<file path="config.mk">
export PLATFORM = sky130hd
export DESIGN_NAME = fifo_stream_reader
export DESIGN_NICKNAME = d
export VERILOG_FILES = /design/src/rtl/fifo_stream_reader.sv
export SDC_FILE = /design/constraint.sdc
export NUM_CORES = 1
export LEC_CHECK = 0
export ABC_CLOCK_PERIOD_IN_PS = 5600
export BUFFER_PORTS_ARGS = -buffer_cell sky130_fd_sc_hd__buf_2
export CAP_MARGIN = 20
export CORE_ASPECT_RATIO = 0.75
export CORE_MARGIN = 1.5
export CORE_UTILIZATION = 55
export DETAILED_ROUTE_END_ITERATION = 8
export PLACE_DENSITY = 0.92
export SLEW_MARGIN = 20
export SYNTH_ARGS = -nofsm -noshare
export SYNTH_HDL_FRONTEND = slang
export SYNTH_SLANG_ARGS = --single-unit
export TNS_END_PERCENT = 10
</file>
<file path="constraint.sdc">
create_clock -name clk -period 5.6 [get_ports clk]
set_input_delay 0.56 -clock clk [delete_from_list [all_inputs] [get_ports clk]]
set_output_delay 0.56 -clock clk [all_outputs]
set_load 0.01 [all_outputs]
</file>
<file path="src/rtl/fifo_stream_reader.sv">
// Read-side controller for a synchronous FIFO with a one-cycle registered read.
// It issues FIFO reads, captures the returned words into a 2-entry buffer and
// presents them on a valid/ready stream. It sustains one word per cycle and never
// reads an empty FIFO.
//
// The controller state is held as (occ_q, inflight_q):
//   idle  : occ_q == 0, inflight_q == 0
//   fetch : inflight_q == 1 (a read issued last cycle returns data this cycle)
//   hold  : occ_q != 0, inflight_q == 0
// These two fields are the state register itself. Keeping them explicit, rather than
// using an encoded state name, lets the read-issue rule be plain arithmetic on them.
module fifo_stream_reader #(
  parameter int unsigned WIDTH     = 8,
  parameter int unsigned CNT_WIDTH = 16
) (
  input  logic                 clk,
  input  logic                 res_n,
  input  logic                 en,
  input  logic                 fifo_empty,
  input  logic [WIDTH-1:0]     fifo_rdata,
  input  logic                 fifo_underflow,
  output logic                 fifo_rd_en,
  output logic [WIDTH-1:0]     m_data,
  output logic                 m_valid,
  input  logic                 m_ready,
  output logic [CNT_WIDTH-1:0] word_cnt,
  output logic                 err_underflow
);

  logic [1:0]           occ_q, occ_d;
  logic                 inflight_q, inflight_d;
  logic [WIDTH-1:0]     buf0_q, buf0_d;
  logic [WIDTH-1:0]     buf1_q, buf1_d;
  logic [CNT_WIDTH-1:0] cnt_q, cnt_d;
  logic                 err_q, err_d;

  logic                 pop;
  logic [2:0]           slots;

  // Stream outputs depend only on registered state; no path from m_ready.
  assign m_valid       = (occ_q != 2'd0);
  assign m_data        = buf0_q;
  assign word_cnt      = cnt_q;
  assign err_underflow = err_q;

  // Read issue: count buffered plus in-flight words, less a word popped this cycle.
  // A read is allowed only while that count stays below the two buffer slots.
  // Gating with res_n keeps the read request low while reset is held.
  always_comb begin
    pop        = m_valid & m_ready;
    slots      = {1'b0, occ_q} + {2'b00, inflight_q} - {2'b00, pop};
    fifo_rd_en = res_n & en & ~fifo_empty & (slots < 3'd2);
  end

  // Next state: capture returning data, shift on pop, count beats, latch underflow.
  always_comb begin
    occ_d      = occ_q;
    buf0_d     = buf0_q;
    buf1_d     = buf1_q;
    inflight_d = fifo_rd_en;
    cnt_d      = cnt_q + {{(CNT_WIDTH-1){1'b0}}, pop};
    err_d      = err_q | fifo_underflow;
    case ({inflight_q, pop})
      2'b10: begin
        // Capture only: append at the tail. An in-flight read implies occ_q <= 1.
        if (occ_q == 2'd0) begin
          buf0_d = fifo_rdata;
        end else begin
          buf1_d = fifo_rdata;
        end
        occ_d = occ_q + 2'd1;
      end
      2'b01: begin
        buf0_d = buf1_q;
        occ_d  = occ_q - 2'd1;
      end
      2'b11: begin
        // Capture and pop together: shift, and the new word takes the freed tail.
        if (occ_q == 2'd1) begin
          buf0_d = fifo_rdata;
        end else begin
          buf0_d = buf1_q;
          buf1_d = fifo_rdata;
        end
      end
      default: ;
    endcase
  end

  // State register; reset discards in-flight reads and all buffered words.
  always_ff @(posedge clk or negedge res_n) begin
    if (!res_n) begin
      occ_q      <= 2'd0;
      inflight_q <= 1'b0;
      buf0_q     <= '0;
      buf1_q     <= '0;
      cnt_q      <= '0;
      err_q      <= 1'b0;
    end else begin
      occ_q      <= occ_d;
      inflight_q <= inflight_d;
      buf0_q     <= buf0_d;
      buf1_q     <= buf1_d;
      cnt_q      <= cnt_d;
      err_q      <= err_d;
    end
  end

endmodule

</file>
==> run_results.csv <==
group,metric,value,unit
synth,yosys-top-cells-area,"sky130_fd_sc_hd__dfrtp_1, sky130_fd_sc_hd__xnor2_1, sky130_fd_sc_hd__mux2_2",
die,die_height,49.8,um
placed_design,hpwl,2120,um
timing,final.setup.tns,0,ns
grt,grt_overflow_total,0,
routing,wl_met1,1290,um
power,ir_worst_vdd,388,uV
clock_network,ctsLongestPathBuffers,2,
synth,post_syn_nets,153,
synth,syn_area_per_cell,12.1,um2
timing,grt_setup_unrepaired,"no",
routing,number_of_drc_markers_after_the_initial_detailed_route_iteration,68,
setup_path,crit_path_launch_type,"flop",
finish,layout.cells.most_common_list,"sky130_fd_sc_hd__buf_2, sky130_fd_sc_hd__dfrtp_1, sky130_fd_sc_hd__nand2_1",
die,num_io_pins,41,
synth,synth_cells,133,
setup_path,max_fo_critical_path,4,
synth,yosysTopAreaCell,"sky130_fd_sc_hd__dfrtp_1",
power,power.static_leakage,0.000983,uW
timing,post_route_fraction_of_the_period_consumed_by_the_critical_path,58.3,%
clock_network,tritoncts_num_sinks,36,
synth,synth.top_cell.area_share,56.1,%
die,floorplan.die_area,0.00325,mm2
timing,worst-slew-pin-transition,0.790,ns
timing,slew_headroom,47.3,%
clock_network,tritoncts,"yes",
die,std_cell_rows,16,
routing,vias,1129,
finish,final_common_cell,"sky130_fd_sc_hd__buf_2",
synth,post_synth_instance_area,0.00161,mm2
clock_network,clk_root_buffer_cell,"sky130_fd_sc_hd__clkbuf_8",
finish,num-nets-final,199,
clock_network,cts-hold-fix-buffers,0,
routing,routed-wl-met2,1420,um
setup_path,worst-endpoint-arrival,2.70,ns
clock_network,clock_latency,0.29,ns
run_status,outcome,"complete, no violations",
timing,timing.final.max_slew_violations,0,
clock_network,post_cts_resized,0,
die,floorplan.core_area,0.00268,mm2
placed_design,global_placement_routability_congestion,0.808,
routing,met3_wirelength,149,um
timing,finalHoldViolCount,0,
clock_network,clkSlewWorstSetupHoldPaths,0.07,ns
routing,avgRoutedWirePerCell,13.4,um
finish,area_delta_synth_final,21.5,%
finish,n_antenna_cell,0,
clock_network,cts.htree.levels,2,
timing,fmaxAchievable,0.306,GHz
routing,topRoutingLayerUsed,"met4",
routing,antenna_left,0,
setup_path,worst_ep_required_time,5.04,ns
grt,grtUsageTotal,21.0,%
worst_hold_path,hold_path_class,"input port to asynchronous set/reset pin",
timing,clock-skew-final,0.00741,ns
synth,synth_sequential_area_ratio,56.1,%
routing,totalWireLength,2900,um
routing,avgViaCountPerCell,5.23,
routing,detail_route.drc_violations,0,
timing,setup_viol,0,
finish,final_layout_size_suffix_gt1_share,34.4,%
setup_path,worst_setup_path_end_kind,"primary output",
synth,synthDistinctLibCells,27,
synth,synth-seq-cells,36,
power,power.density,477,mW/mm2
clock_network,postCtsSetupRepairBufs,0,
placed_design,placement.io_buffers,40,
die,die_boundary_width,65.4,um
placed_design,post_dp_cell_area,0.00184,mm2
grt,first_global_vias,1058,
clock_network,numCtsBuffers,5,
synth,ys.warnings.count,0,
timing,layout_min_cycle_time,3.26,ns
timing,holdWs,0.354,ns
finish,final_area,0.00195,mm2
die,start_util,59.8,%
routing,detailedRoute.firstPassIterationCount,4,
flow_run,cap_violations,0,
setup_path,setup.worst_path.class,"flop to primary output",
grt,grt_pass1_wl,4970,um
grt,initial_antenna_violation_count,0,
grt,grt_max_degree,38,
cells by family after synthesis:
logic type	share of synthesized area, %
mux	10.6
compound gates	4.36
simple gates	13.1
buf+inv	1.40
fa+ha+maj	5.14
flops	56.1
xor+xnor	9.28
critical path, stage by stage, from the launching register on:
cell,delay (ns)
sky130_fd_sc_hd__dfrtp_1,0.42
sky130_fd_sc_hd__inv_1,0.09
sky130_fd_sc_hd__ha_1,0.26
sky130_fd_sc_hd__nand2b_2,0.23
sky130_fd_sc_hd__ha_1,0.34
sky130_fd_sc_hd__nand2b_1,0.19
sky130_fd_sc_hd__fa_1,0.50
sky130_fd_sc_hd__nand4b_1,0.09
sky130_fd_sc_hd__nor2_1,0.15
sky130_fd_sc_hd__buf_2,0.14
power breakdown:
part           switching, uW  total (uW)  leakage (uW)  internal [uW]
clock network           88.7         221     0.0000552            132
logic                    160         306      0.000468            146
registers               59.2         403      0.000460            344
cells in the mapped netlist (all sizes together):
master  count
inv         4
nor3        1
nand2      18
mux2        8
a21oi       2
mux2i       8
or2         2
nand2b      2
buf         1
xnor2      14
ha          5
o21ai       9
xor2        3
dfrtp      36
nand4       3
nand4b      1
fa          1
and3        3
nand3       7
nor2        4
and4        1
final cells by class:
cell class | count | area [um2]
multi-input cells | 92 | 682
repair buffers | 40 | 200
fillers | 195 | 732
clock buffers | 6 | 72.6
clock inverters | 2 | 35.0
well taps | 36 | 45.0
inverters | 4 | 15.0
flip-flops and latches | 36 | 901
state kept, by name (all words and copies together), names as in the netlist:
register and cells:
buf1_q 8, err_underflow 1, inflight_q 1, m_data 8
occ_q 2, word_cnt 16
worst paths after layout:
kind                                    start       endpoint  slack (ns)  depth (start not counted)
worst max register to register       occ_q[1]     inflight_q        3.25                          8
worst max-delay path                 occ_q[1]     fifo_rd_en        2.34                          9
worst min-delay path                    res_n      buf1_q[1]        0.35                          1
max in group asynchronous               res_n      m_data[4]        4.75                          1
min in group clk                err_underflow  err_underflow        0.46                          1
worst min register to register  err_underflow  err_underflow        0.46                          1
layer usage:
metal  up-vias  GRT usage, %
met5         -             0
met4         0          6.60
met3         4          7.76
met2        30          32.3
met1       554          27.8
li1        541             -
per-stage QoR:
step	power, uW	utilization (%)	setup WS [ns]	std cells
finish	930	72.7	2.34	216
global route	1000	72.7	2.10	216
CTS	938	72.7	2.28	216
detailed placement	715	68.7	2.63	208
global placement	692	68.7	2.77	208
floorplan	612	-	2.88	133
Power figures use the tool's default switching activity.
